**src/rtl/cpu_pkg.sv**
```systemverilog
// Shared types and defaults for the fetch front end.
// The optional return stack is compiled in with CALL_STACK_EN.
package cpu_pkg;

  typedef logic [15:0] addr_t;

  typedef enum logic [1:0] {
    S_BOOT  = 2'd0,
    S_FETCH = 2'd1,
    S_HOLD  = 2'd2,
    S_REDIR = 2'd3
  } seq_state_t;

  localparam addr_t RESET_PC_DEF    = 16'h0000;
  localparam int    STACK_DEPTH_DEF = 4;

  // Sequential successor; 16'hFFFF wraps to 16'h0000 by truncation.
  function automatic addr_t pc_incr(input addr_t a);
    return a + 16'd1;
  endfunction

endpackage

```
**src/rtl/ret_stack.sv**
```systemverilog
// Circular return-address stack; a push when full overwrites the oldest entry.
// Only instantiated when CALL_STACK_EN is defined.
module ret_stack
  import cpu_pkg::*;
#(
  parameter int DEPTH = STACK_DEPTH_DEF
) (
  input  logic  clk,
  input  logic  rst_n,
  input  logic  push,
  input  logic  pop,
  input  addr_t push_data,
  output addr_t top,
  output logic  empty,
  output logic  full
);

  localparam int PTR_W = (DEPTH > 1) ? $clog2(DEPTH) : 1;
  localparam int CNT_W = $clog2(DEPTH + 1);
  localparam logic [PTR_W-1:0] LAST_IDX = PTR_W'(DEPTH - 1);
  localparam logic [PTR_W-1:0] PTR_ONE  = PTR_W'(1);
  localparam logic [PTR_W-1:0] PTR_ZERO = PTR_W'(0);
  localparam logic [CNT_W-1:0] CNT_ONE  = CNT_W'(1);
  localparam logic [CNT_W-1:0] CNT_ZERO = CNT_W'(0);
  localparam logic [CNT_W-1:0] CNT_FULL = CNT_W'(DEPTH);

  logic [PTR_W-1:0] wr_ptr_r;
  logic [PTR_W-1:0] rd_idx_s;
  logic [PTR_W-1:0] wr_ptr_inc_s;
  logic [CNT_W-1:0] count_r;
  addr_t            mem_r [DEPTH];

  // Pointer arithmetic modulo DEPTH and status flags.
  always_comb begin
    if (wr_ptr_r == PTR_ZERO) begin
      rd_idx_s = LAST_IDX;
    end else begin
      rd_idx_s = wr_ptr_r - PTR_ONE;
    end
    if (wr_ptr_r == LAST_IDX) begin
      wr_ptr_inc_s = PTR_ZERO;
    end else begin
      wr_ptr_inc_s = wr_ptr_r + PTR_ONE;
    end
    top   = mem_r[rd_idx_s];
    empty = (count_r == CNT_ZERO);
    full  = (count_r == CNT_FULL);
  end

  // Entry storage; validity is tracked by count_r, so no reset is needed.
  always_ff @(posedge clk) begin
    if (push) begin
      mem_r[wr_ptr_r] <= push_data;
    end
  end

  // Write pointer and occupancy.
  always_ff @(posedge clk or negedge rst_n) begin
    if (!rst_n) begin
      wr_ptr_r <= PTR_ZERO;
      count_r  <= CNT_ZERO;
    end else if (push) begin
      wr_ptr_r <= wr_ptr_inc_s;
      if (!full) begin
        count_r <= count_r + CNT_ONE;
      end
    end else if (pop && !empty) begin
      wr_ptr_r <= rd_idx_s;
      count_r  <= count_r - CNT_ONE;
    end
  end

endmodule

```
**src/rtl/pc_sequencer.sv**
```systemverilog
// Instruction-fetch PC sequencer with branch redirect and stall handling.
// Define CALL_STACK_EN to add the call/return stack (ret_stack).
module pc_sequencer
  import cpu_pkg::*;
#(
  parameter addr_t RESET_PC    = RESET_PC_DEF,
  parameter int    STACK_DEPTH = STACK_DEPTH_DEF
) (
  input  logic        clk,
  input  logic        rst_n,
  input  logic        stall,
  input  logic        br_valid,
  input  logic        jump,
  input  logic [15:0] br_target,
  input  logic        call,
  input  logic        ret,
  input  logic [15:0] link_addr,
  output logic        imem_req,
  output logic [15:0] imem_addr,
  input  logic        imem_ack,
  output logic        instr_valid,
  output logic        flush,
  output logic [15:0] pc,
  output logic        stack_err
);

  seq_state_t state_r;
  addr_t      pc_r;
  addr_t      imem_addr_r;
  logic       imem_req_r;
  logic       instr_valid_r;
  logic       flush_r;

  logic       redir_s;
  addr_t      redir_tgt_s;
  addr_t      next_pc_s;
  addr_t      seq_pc_s;
  addr_t      fetch_addr_s;

`ifdef CALL_STACK_EN
  logic  push_s;
  logic  pop_s;
  logic  err_s;
  logic  stk_empty_s;
  logic  stk_full_s;
  addr_t stk_top_s;
  logic  stack_err_r;

  ret_stack #(
    .DEPTH(STACK_DEPTH)
  ) u_ret_stack (
    .clk      (clk),
    .rst_n    (rst_n),
    .push     (push_s),
    .pop      (pop_s),
    .push_data(link_addr),
    .top      (stk_top_s),
    .empty    (stk_empty_s),
    .full     (stk_full_s)
  );

  // Return-stack error pulse, aligned with the flush it accompanies.
  always_ff @(posedge clk or negedge rst_n) begin
    if (!rst_n) begin
      stack_err_r <= 1'b0;
    end else begin
      stack_err_r <= err_s;
    end
  end

  assign stack_err = stack_err_r;
`else
  logic unused_s;
  assign unused_s  = ^{call, ret, link_addr, (STACK_DEPTH > 0)};
  assign stack_err = 1'b0;
`endif

  // Redirect resolution; call takes precedence over ret, and ret over jump.
  always_comb begin
    redir_s     = 1'b0;
    redir_tgt_s = br_target;
`ifdef CALL_STACK_EN
    push_s = 1'b0;
    pop_s  = 1'b0;
    err_s  = 1'b0;
    if (br_valid && call) begin
      redir_s = 1'b1;
      push_s  = 1'b1;
      err_s   = stk_full_s;
    end else if (br_valid && ret) begin
      redir_s = 1'b1;
      if (stk_empty_s) begin
        err_s = 1'b1;
      end else begin
        pop_s       = 1'b1;
        redir_tgt_s = stk_top_s;
      end
    end else if (br_valid && jump) begin
      redir_s = 1'b1;
    end else begin
      redir_s = 1'b0;
    end
`else
    if (br_valid && jump) begin
      redir_s = 1'b1;
    end else begin
      redir_s = 1'b0;
    end
`endif
    seq_pc_s = pc_incr(pc_r);
    if (redir_s) begin
      next_pc_s = redir_tgt_s;
    end else begin
      next_pc_s = pc_r;
    end
    if ((state_r == S_FETCH) && imem_ack && !redir_s) begin
      fetch_addr_s = seq_pc_s;
    end else begin
      fetch_addr_s = next_pc_s;
    end
  end

  // Sequencer FSM with registered fetch and decode-side outputs.
  always_ff @(posedge clk or negedge rst_n) begin
    if (!rst_n) begin
      state_r       <= S_BOOT;
      pc_r          <= RESET_PC;
      imem_addr_r   <= RESET_PC;
      imem_req_r    <= 1'b0;
      instr_valid_r <= 1'b0;
      flush_r       <= 1'b0;
    end else begin
      instr_valid_r <= 1'b0;
      flush_r       <= redir_s;
      if (redir_s) begin
        pc_r <= redir_tgt_s;
      end
      case (state_r)
        S_BOOT: begin
          state_r     <= S_FETCH;
          imem_req_r  <= 1'b1;
          imem_addr_r <= next_pc_s;
        end
        S_FETCH: begin
          if (imem_ack) begin
            if (!redir_s) begin
              instr_valid_r <= 1'b1;
              pc_r          <= seq_pc_s;
            end
            state_r     <= stall ? S_HOLD : S_FETCH;
            imem_req_r  <= !stall;
            imem_addr_r <= fetch_addr_s;
          end else if (redir_s) begin
            state_r <= S_REDIR;
          end
        end
        // The old request stays on the bus until acked; its data is dropped.
        S_REDIR: begin
          if (imem_ack) begin
            state_r     <= stall ? S_HOLD : S_FETCH;
            imem_req_r  <= !stall;
            imem_addr_r <= fetch_addr_s;
          end
        end
        S_HOLD: begin
          if (!stall) begin
            state_r     <= S_FETCH;
            imem_req_r  <= 1'b1;
            imem_addr_r <= fetch_addr_s;
          end
        end
        default: begin
          state_r    <= S_BOOT;
          imem_req_r <= 1'b0;
        end
      endcase
    end
  end

  assign imem_req    = imem_req_r;
  assign imem_addr   = imem_addr_r;
  assign instr_valid = instr_valid_r;
  assign flush       = flush_r;
  assign pc          = pc_r;

endmodule

```
**config.mk**
```make
export PLATFORM = sky130hd
export DESIGN_NAME = pc_sequencer
export DESIGN_NICKNAME = d
export VERILOG_FILES = /design/src/rtl/cpu_pkg.sv /design/src/rtl/ret_stack.sv /design/src/rtl/pc_sequencer.sv
export SDC_FILE = /design/constraint.sdc
export NUM_CORES = 1
export LEC_CHECK = 0
export BUFFER_PORTS_ARGS = -buffer_cell sky130_fd_sc_hd__buf_4
export CORE_MARGIN = 4
export CORE_UTILIZATION = 45
export CTS_CLUSTER_DIAMETER = 100
export DETAILED_ROUTE_END_ITERATION = 10
export PLACE_DENSITY = 0.81
export SLEW_MARGIN = 20
export SYNTH_ARGS = -nofsm -noshare
export SYNTH_HDL_FRONTEND = slang
export SYNTH_SLANG_ARGS = --single-unit
```
**constraint.sdc**
```tcl
create_clock -name clk -period 2.5 [get_ports clk]
set_clock_uncertainty 0.2 [all_clocks]
set_input_delay 0.5 -clock clk [delete_from_list [all_inputs] [get_ports clk]]
set_output_delay 0.5 -clock clk [all_outputs]
set_load 0.02 [all_outputs]
```
== Yosys cells after proc, flatten, opt, wreduce, memory -nomap -nowiden ==
Cells that the tools add are included.

* Logic and storage cells: 44
* Register bits: 37

* Muxes and demuxes: 21
* Add/sub/neg operators: 1
* Reductions and logical operators: 9
* Equality and inequality tests: 7

{| class="wikitable"
|+ Operators with widths
! kind !! count
|-
| $mux 16 || 7
|-
| $pmux 16 s3 || 1
|-
| $add 16x1->16 const B || 1
|-
| $mux 2 || 5
|-
| $pmux 2 s4 || 1
|-
| $mux 1 || 6
|-
| $eq 2x2->1 const B || 2
|-
| $ne 2x2->1 const B || 2
|-
| $logic_and 1x1->1 || 3
|-
| $ne 3x3->1 const B || 1
|-
| $pmux 1 s3 || 1
|-
| $reduce_and 3->1 || 1
|-
| $eq 2x1->1 const B || 1
|-
| $logic_not 1->1 || 2
|-
| $logic_not 2->1 || 1
|-
| $ne 2x1->1 const B || 1
|-
| $reduce_and 2->1 || 1
|-
| $reduce_or 2->1 || 1
|}

== Logic depth before layout (Yosys ltp) ==
Gate-level depths: netlist of the first run.

* Word-level depth: 7
* Depth in mapped cells: 7
* Mapped depth without buffers: 5

== Worst setup path after synthesis of the first run ==
Ideal clock, no wire load.

* Path kind: register to register
* From: register pc_r[0], in the netlist pc[0]
* To: register imem_addr_r[10], in the netlist imem_addr[10]
* Stages on the path, launching flop included: 6
* Arrival time: 1755 ps
* Buffers on the path: 0
* Slack: 476 ps
* Period minus slack after synthesis: 2024 ps
* Data required time: 2231 ps
* Cells stage by stage: dfrtp_1 > ha_1 > nand4b_1 > or4_4 > or3_4 > nand3_1

* Cells in the longest elaborated chain, start to end: 4
* Elaborated cells on any way between the ends: 5
* Classes of those cells: add/sub: 1; mux: 4

{| class="wikitable"
|+ Ends and longest elaborated chain
! what !! line !! RTL
|-
| from (decl) || pc_sequencer.sv:28 || <nowiki>addr_t pc_r;</nowiki>
|-
| from (signal assigned) || pc_sequencer.sv:136 || <nowiki>pc_r <= redir_tgt_s;</nowiki>
|-
| from (signal assigned) || pc_sequencer.sv:148 || <nowiki>pc_r <= seq_pc_s;</nowiki>
|-
| $add 16x1->16 (*) || cpu_pkg.sv:19 || <nowiki>return a + 16'd1;</nowiki>
|-
| $mux 16 (*) || pc_sequencer.sv:116 || <nowiki>if ((state_r == S_FETCH) && imem_ack && !redir_s) begin</nowiki>
|-
| $mux 16, on equally long branches || pc_sequencer.sv:166, pc_sequencer.sv:145, pc_sequencer.sv:159 ||
|-
| $pmux 16 s3 (*) || pc_sequencer.sv:138 || <nowiki>case (state_r)</nowiki>
|-
| to (signal assigned) || pc_sequencer.sv:142 || <nowiki>imem_addr_r <= next_pc_s;</nowiki>
|-
| to (signal assigned) || pc_sequencer.sv:162 || <nowiki>imem_addr_r <= fetch_addr_s;</nowiki>
|-
| to (signal assigned) || pc_sequencer.sv:169 || <nowiki>imem_addr_r <= fetch_addr_s;</nowiki>
|-
| to (decl) || pc_sequencer.sv:29 || <nowiki>addr_t imem_addr_r;</nowiki>
|}

Every way passes the cells marked *; elsewhere a longest branch is shown, timed or not. The select of a mux whose other input is x is not followed.
A chain may end at the register's enable or synchronous reset.

== Final worst setup path of the first run ==
Same ends and word-level chain as after synthesis.

==> qor.csv, run 1 <==
metric,value,unit
initial antenna violation count,0,
synth warn,0,
min-delay src,stall,
DR pass1 iterations,4,
"Req. time, crit path",2.52,ns
Leak,1.10,nW
gr ovfl total,0,
Hold Path Class,in -> reg,
detailed placement HPWL,3.57,mm
final worst path period share,82.4,%
Initial Util,47.6,%
Critical Path AT,2.08,ns
Critical Path Start,pc[0],
post-CTS setup buffers,0,
maximum vdd drop,0.476,mV
Vias,1770,
Die Height,73.7,um
Nets,302,
CTS tree,built,
PD cells,768,nW/um^2
Synth cell types,46,
initial detailed-routing violation count,97,
clk root buf,clkbuf_8,
share of cells above drive strength 1,29.9,%
DP Area,2420,um^2
synthesized area,1940,um^2
I/O Buffers,56,
total of max-cap violations,0,
die area,5440,um^2
CP Capture Type,flop,
Total GRT Usage,19.0,%
core box area,4090,um^2
"Avg Cell Area, Syn",9.58,um^2
Avg WL per Cell,15.3,um
chip width,73.7,um
fmax,485,MHz
Routed WL,4.77,mm
cell area after layout,2510,um^2
Layout Utilization,61.5,%
DRT antenna net count,0,
FP Rows,23,
Syn Nets,244,
Critical Path Source Type,flop,
post-synthesis sequential area ratio,47.6,%
final setup TNS,0,ns
diode count,0,
GP Congestion,0.871,
H-tree lvl count,2,
"Primary FF master, synth",dfrtp_1,
critical path peak fanout,7,
number of global-route vias before repair,1672,
"EDFF count, synth",0,
actual slew at the worst max-slew pin,0.506,ns
Area Overhead vs Synth,29.2,%
status,"complete, no violations",
DR vias/cell,5.69,
largest net degree at the start of global routing,38,
Post-synth ARST share,100,%
CTS resizes,0,
clock sink count,37,
clock tree buffer depth,2,
RSZ-0062 raised after global routing,no,
Final Hold Violating Endpoints,0,
Power Total,0.00193,W
r2r startpoint,pc[0],
first-pass GRT wire length,8.00,mm
RR Endpoint,imem_addr[10],
Worst-Skew Late Latency,0.29,ns
Setup Viol. Count Final,0,
Synth Instances,203,
Slew Limit Fails,0,
crit path capture,imem_addr[10],
Num CTS Buffers,5,
FILL cells,355,
post-synthesis register bit count,37,
Max-slew headroom,66.2,%
R2R depth,5,
I/O pin count,76,
Crit Path Class,reg -> reg,
Residual DRC,0,
"Reg clk slew, reported paths",0.07,ns
FF-to-FF setup slack,0.44,ns
min Tclk post-route,2.06,ns
## cells in the final DEF, fill, tap and decap left out, types with 2 or more instances in the layout
| master | count |
|---|---|
| nand3_1 | 16 |
| or4_1 | 2 |
| xnor2_1 | 7 |
| a21boi_0 | 4 |
| nor3_1 | 4 |
| o21ai_0 | 7 |
| a31oi_1 | 4 |
| nand3b_1 | 2 |
| nor4_1 | 6 |
| o31ai_1 | 5 |
| inv_1 | 3 |
| o211ai_1 | 2 |
| nor2_1 | 15 |
| xor2_1 | 3 |
| a221oi_1 | 2 |
| o21a_1 | 3 |
| nand4_1 | 7 |
| nand2_1 | 20 |
| or3_1 | 3 |
| dfrtp_1 | 37 |
| mux2_2 | 5 |
| o22ai_1 | 2 |
| clkbuf_8 | 6 |
| nor2b_1 | 3 |
| mux2i_1 | 4 |
| and3b_1 | 2 |
| buf_4 | 61 |
| a21oi_1 | 8 |
## metrics by stage
| stage | setup slack [ns] | hold slack, ns | instances |
|---|---|---|---|
| after floorplan | 0.476 | 0.00441 | 203 |
| after global placement | 0.418 | 0.270 | 303 |
| after detailed placement | 0.384 | 0.277 | 303 |
| after CTS | 0.425 | 0.226 | 311 |
| after global routing | 0.337 | 0.241 | 311 |
| final | 0.439 | 0.225 | 311 |
## cells in the mapped netlist (2+ instances only)
master,instances,share of area [%]
buf_2,3,0.77
mux2i_1,4,2.1
xnor2_1,7,3.2
a221oi_1,2,0.90
a21oi_1,8,2.1
nor4_1,6,1.9
or3_1,3,0.97
nand3_1,16,4.1
xor2_1,3,1.4
nor2_1,15,2.9
o211ai_1,2,0.77
nor3_1,4,1.0
clkbuf_1,6,1.2
nand2_1,20,3.9
o31ai_1,5,1.9
dfrtp_1,37,48
o21ai_0,7,1.8
nor2b_1,3,0.97
a31oi_1,4,1.3
inv_1,3,0.58
a21boi_0,4,1.5
or4_1,2,0.77
nand4_1,7,2.3
o21a_1,3,1.2
o22ai_1,2,0.64
nand3b_1,2,0.77
mux2_2,5,2.9
and3b_1,2,0.90
## worst max-delay path, cell delays in order, from the launching register on
cell	delay (ns)
dfrtp_1	0.47
ha_1	0.23
nand4b_1	0.14
or4_4	0.52
or3_4	0.35
nand3_1	0.08
## worst min-delay path by stage
stage                          endpoint  slack, ns  cells past startpoint
after CTS                    state_r[0]       0.23                      2
after global routing             pc[10]       0.24                      3
final                        state_r[0]       0.22                      2
after global placement    imem_addr[13]       0.27                      2
after detailed placement  imem_addr[13]       0.28                      2
after floorplan                   flush      0.004                      0
## power breakdown
part	total, W	internal, W	switching, W	leakage, nW
registers	0.000847	0.000717	0.000130	0.434
logic	0.000665	0.000300	0.000365	0.622
clock network	0.000418	0.000219	0.000200	0.0443
total	0.00193	0.00124	0.000695	1.10
## routing by layer
metal	GRT usage [%]	vias up	part of all wire, %
met5	0	-	0
met4	6.04	0	1.3
met3	5.75	7	9.5
met2	30.5	70	46
met1	24.3	835	43
li1	-	858	-
## kinds of logic (layout without fill, tap and decap cells)
| kind of cell | after synthesis | count (layout) | share of synthesized area (%) |
|---|---|---|---|
| other | 1 | 1 | 0.193 |
| multiplexers | 9 | 9 | 4.95 |
| AND/OR/NAND/NOR | 91 | 91 | 25.5 |
| flip-flops | 37 | 37 | 47.6 |
| adder cells (fa/ha/maj) | 1 | 1 | 0.643 |
| buffers and inverters | 14 | 72 | 3.09 |
| XOR/XNOR | 10 | 10 | 4.50 |
| AO/OA/AOI/OAI | 40 | 40 | 13.4 |
## sequential cells by signal (all words and copies together), names as in the netlist
register / cells
instr_valid: 1
imem_addr: 16
state_r: 2
pc: 16
flush: 1
imem_req: 1
## cell type report
type                    instances  area, um^2  share of cell area (%)
multi-input cells             152         958                    38.1
inverters                       3        11.3                   0.448
clock buffers                   7        86.3                    3.44
flip-flops and latches         37         926                    36.9
well taps                      50        62.6                    2.49
repair buffers                 62         468                    18.6
## timing repair
action / in CTS / in global routing
hold buffers: 1 / 0
endpoints found under the hold margin: 37 / 0
endpoints found under the setup margin: 0 / 0
(Power assumes the default switching activity.)
==> run 2: changes to the inputs <==
CORE_UTILIZATION = 44   (was 45)
PLACE_DENSITY = 0.82   (was 0.81)
clock period = 1.7 ns   (was 2.5 ns; I/O delays follow)
==> qor.csv, run 2 (synthesis gave the netlist of run 1 again) <==
metric,value,unit
status,"finished, violations left",
failing checks,setup timing,
FILL cells,284,
"Reg clk slew, reported paths",0.07,ns
slowest CP cell,or4_1,
largest net degree at the start of global routing,38,
Final Hold Violating Endpoints,0,
fmax,529,MHz
cell area after layout,3180,um^2
Vias,2094,
H-tree lvl count,2,
Max stage delay on crit path,0.48,ns
final worst slack,-0.189,ns
final worst path period share,111,%
worst hold stages,3,
GP Congestion,0.855,
"Req. time, crit path",1.73,ns
Leak,1.42,nW
Crit Path Class,reg -> reg,
Power Total,0.00329,W
clock tree buffer depth,2,
most frequent cells in the layout,"93 x buf_4, 27 x dfrtp_1, 17 x nand2_1, 15 x nor2_1, 12 x nand3_1",
DP Area,2680,um^2
initial detailed-routing violation count,176,
die area,5550,um^2
Num CTS Buffers,5,
clock sink count,37,
DR vias/cell,5.90,
RSZ-0062 raised after global routing,yes,
R2R depth,5,
number of global-route vias before repair,2022,
Residual DRC,0,
Worst-Skew Late Latency,0.29,ns
I/O Buffers,56,
detailed placement HPWL,4.02,mm
core box area,4140,um^2
share of cells above drive strength 1,52.8,%
register area,938,um^2
Critical Path AT,1.92,ns
"commonest non-fill, non-tap cell in the layout",buf_4,
DRT antenna net count,0,
min Tclk post-route,1.89,ns
Slew Limit Fails,0,
total of max-cap violations,0,
gr ovfl total,0,
CP Capture Type,flop,
initial antenna violation count,0,
first-pass GRT wire length,9.33,mm
maximum vdd drop,0.689,mV
PD cells,1030,nW/um^2
DR pass1 iterations,4,
Initial Util,46.9,%
Layout Utilization,76.7,%
Critical Path Source Type,flop,
Area Overhead vs Synth,63.4,%
FP Rows,23,
clk root buf,clkbuf_8,
chip width,74.5,um
critical path peak fanout,8,
Die Height,74.5,um
Hold Path Class,in -> reg,
Setup Viol. Count Final,23,
chain of cells forming the critical path,"and3b_2, buf_6, or2_4, or4_1, nand3_1",
Nets,345,
multi-input logic area,1230,um^2
final setup TNS,-2.22,ns
Routed WL,6.76,mm
CTS tree,built,
I/O pin count,76,
Total GRT Usage,22.2,%
Avg WL per Cell,19.0,um
diode count,0,
-- run 2: report_power, final --
group | internal [W] | leakage (nW) | switching, W
combinational | 0.000691 | 0.952 | 0.000768
sequential | 0.00106 | 0.425 | 0.000176
clock | 0.000291 | 0.0395 | 0.000294
total | 0.00205 | 1.42 | 0.00124
-- run 2: worst paths after layout --
path                          startpoint            end  slack [ns]
setup / recovery              state_r[1]   imem_addr[8]       -0.19
hold / removal             br_target[10]         pc[10]        0.08
setup reg to reg              state_r[1]   imem_addr[8]       -0.19
hold reg to reg            imem_addr[13]  imem_addr[13]        0.30
max in group asynchronous          rst_n          pc[4]        0.59
min in group asynchronous          rst_n         pc[15]        0.34
-- run 2: worst max-delay path: cells and delay by family (launching register included) --
| kind | cells | cell delay (ns) |
|---|---|---|
| DFF | 1 | 0.44 |
| and+or+nand+nor | 4 | 1.06 |
| buffers and inverters | 1 | 0.12 |
-- run 2: area by class of cell --
type / instances / share of cell area, %
Inverter: 3 / 0.354
Sequential cell: 37 / 29.5
Multi-Input combinational cell: 153 / 38.7
Clock buffer: 8 / 2.52
Tap cell: 50 / 1.97
Timing Repair Buffer: 104 / 26.9
-- run 2: per-layer routing --
metal  up-vias  wire (um)  track usage, %
met5         -          0               0
met4         0        121            7.51
met2        85       3360            36.7
met3        16        505            5.27
li1        948          -               -
met1      1045       2780            28.6
-- run 2: what timing repair did --
action,in CTS,in global routing
pin swaps,11,21
hold buffers,1,0
gates resized for setup,23,35
gates cloned,1,3
setup endpoints to repair,26,26
buffers inserted,8,3
hold endpoints to repair,37,0
-- run 2: stage by stage --
step	setup WS (ns)	cells	hold slack, ns
after CTS	-0.120	349	0.0681
after detailed placement	-0.268	331	0.130
final	-0.189	355	0.0817
after global placement	-0.284	331	0.124
after global routing	-0.235	355	0.0881
after floorplan	-0.127	203	-0.156
==> run 3: changes to the inputs <==
==> constraint.sdc (replaced) <==
create_clock -name clk -period 1.7 [get_ports clk]
set_clock_uncertainty 0.2 [all_clocks]
set_input_delay 0.17 -clock clk [delete_from_list [all_inputs] [get_ports clk]]
set_output_delay 0.17 -clock clk [all_outputs]
set_load 0.02 [all_outputs]
==> qor.csv, run 3 (synthesis gave the netlist of run 1 again) <==
metric,value,unit
I/O pin count,76,
Die Height,74.5,um
combinational share of power,42.1,%
Avg WL per Cell,17.4,um
min Tclk post-route,1.81,ns
Critical Path Source Type,flop,
clk root buf,clkbuf_8,
DR vias/cell,5.69,
post-route insts no fill,362,
CP Capture Type,flop,
initial detailed-routing violation count,244,
number of global-route vias before repair,1971,
final worst path period share,107,%
Setup Viol. Count Final,20,
Leak,1.40,nW
PD cells,1030,nW/um^2
Total GRT Usage,21.8,%
H-tree lvl count,2,
Num CTS Buffers,5,
Cell Int Power,0.00206,W
Clk pwr share,19.9,%
Sw Share,36.7,%
DRT antenna net count,0,
Vias,2060,
clock tree buffer depth,2,
Final Hold Violating Endpoints,0,
diode count,0,
chip width,74.5,um
CTS tree,built,
Crit Path Class,reg -> reg,
part of the power in registers,37.9,%
I/O Buffers,56,
Worst-Skew Late Latency,0.30,ns
Residual DRC,0,
status,"finished, violations left",
most frequent cells in the layout,"88 x buf_4, 27 x dfrtp_1, 20 x nand2_1, 16 x dlygate4sd3_1",
Critical Path AT,1.78,ns
failing checks,setup timing,
DR pass1 iterations,4,
"commonest non-fill, non-tap cell in the layout",buf_4,
initial antenna violation count,0,
Routed WL,6.31,mm
Nets,352,
share of cells above drive strength 1,45.8,%
largest net degree at the start of global routing,38,
detailed placement HPWL,3.92,mm
RSZ-0062 raised after global routing,yes,
maximum vdd drop,0.616,mV
total of max-cap violations,0,
fmax,551,MHz
final worst slack,-0.114,ns
"Req. time, crit path",1.67,ns
clock sink count,37,
FP Rows,23,
Worst Hold Slack,0.0137,ns
Inst Count DP,328,
"Reg clk slew, reported paths",0.07,ns
gr ovfl total,0,
GP Congestion,0.847,
Power Total,0.00326,W
first-pass GRT wire length,9.17,mm
Hold Path Class,in -> reg,
critical path peak fanout,6,
core box area,4140,um^2
die area,5550,um^2
final setup TNS,-1.16,ns
Area Overhead vs Synth,61.8,%
Initial Util,46.9,%
Net Sw Power,0.00119,W
Slew Limit Fails,0,
## run 3: cell count changes in the layout (fill, tap and decap cells not counted), sizes merged
| cell | before | now |
|---|---|---|
| dlygate4sd3 | 1 | 16 |
| buf | 103 | 96 |
| and3b | 3 | 2 |
## run 3: area by class of cell
cell class | instances | area [um^2]
clock buffers | 8 | 90.1
inverters | 3 | 11.3
well taps | 50 | 62.6
multi-input cells | 152 | 1110
fillers | 284 | 998
flip-flops and latches | 37 | 938
repair buffers | 112 | 928
## run 3: worst max-delay path, cell delays in order (launching register included)
cell     delay, ns
dfrtp_2       0.39
buf_6         0.12
nand4_1       0.19
nor4_2        0.39
mux2i_2       0.30
o31ai_1       0.09
## run 3: repair_timing
item | 4_1_cts | 5_1_grt
hold buffers | 16 | 0
pin swaps | 6 | 16
endpoints found under the hold margin | 59 | 0
gates cloned | 0 | 1
buffers inserted | 4 | 5
resized for setup | 13 | 19
setup endpoints to repair | 19 | 24
## run 3: through the flow
stage	instance area (um^2)	setup slack [ns]	util [%]
final	3150	-0.114	75.9
after detailed placement	2680	-0.135	64.7
after global placement	2680	-0.0762	64.7
after floorplan	2000	-0.127	-
after CTS	3020	-0.0566	72.8
after global routing	3150	-0.204	75.9
## run 3: layer usage
| layer | global-route usage [%] | vias up | share of wire [%] |
|---|---|---|---|
| met1 | 28.6 | 1010 | 43 |
| met2 | 34.6 | 78 | 48 |
| met5 | 0 | - | 0 |
| met4 | 8.10 | 0 | 1.5 |
| met3 | 5.68 | 12 | 7.2 |
| li1 | - | 960 | - |
## run 3: worst paths after layout
check | start | end | slack (ns) | cells past startpoint
setup / recovery | pc[1] | imem_addr[15] | -0.11 | 5
hold / removal | br_target[15] | pc[15] | 0.01 | 3
setup reg to reg | pc[1] | imem_addr[15] | -0.11 | 5
hold reg to reg | imem_addr[14] | imem_addr[14] | 0.30 | 2
max in group asynchronous | rst_n | pc[4] | 0.76 | 2
min in group asynchronous | rst_n | pc[2] | 0.17 | 2
## run 3: power groups by stage
| stage | logic, W | registers, W | clock network (W) |
|---|---|---|---|
| 4_1_cts | 0.00127 | 0.00122 | 0.000653 |
| 5_1_grt | 0.00147 | 0.00126 | 0.000685 |
| 3_5_place_dp | 0.00120 | 0.00123 | 0 |
| 6_report | 0.00137 | 0.00124 | 0.000649 |
| 3_3_place_gp | 0.00117 | 0.00122 | 0 |
| 2_1_floorplan | 0.000374 | 0.00145 | 0 |
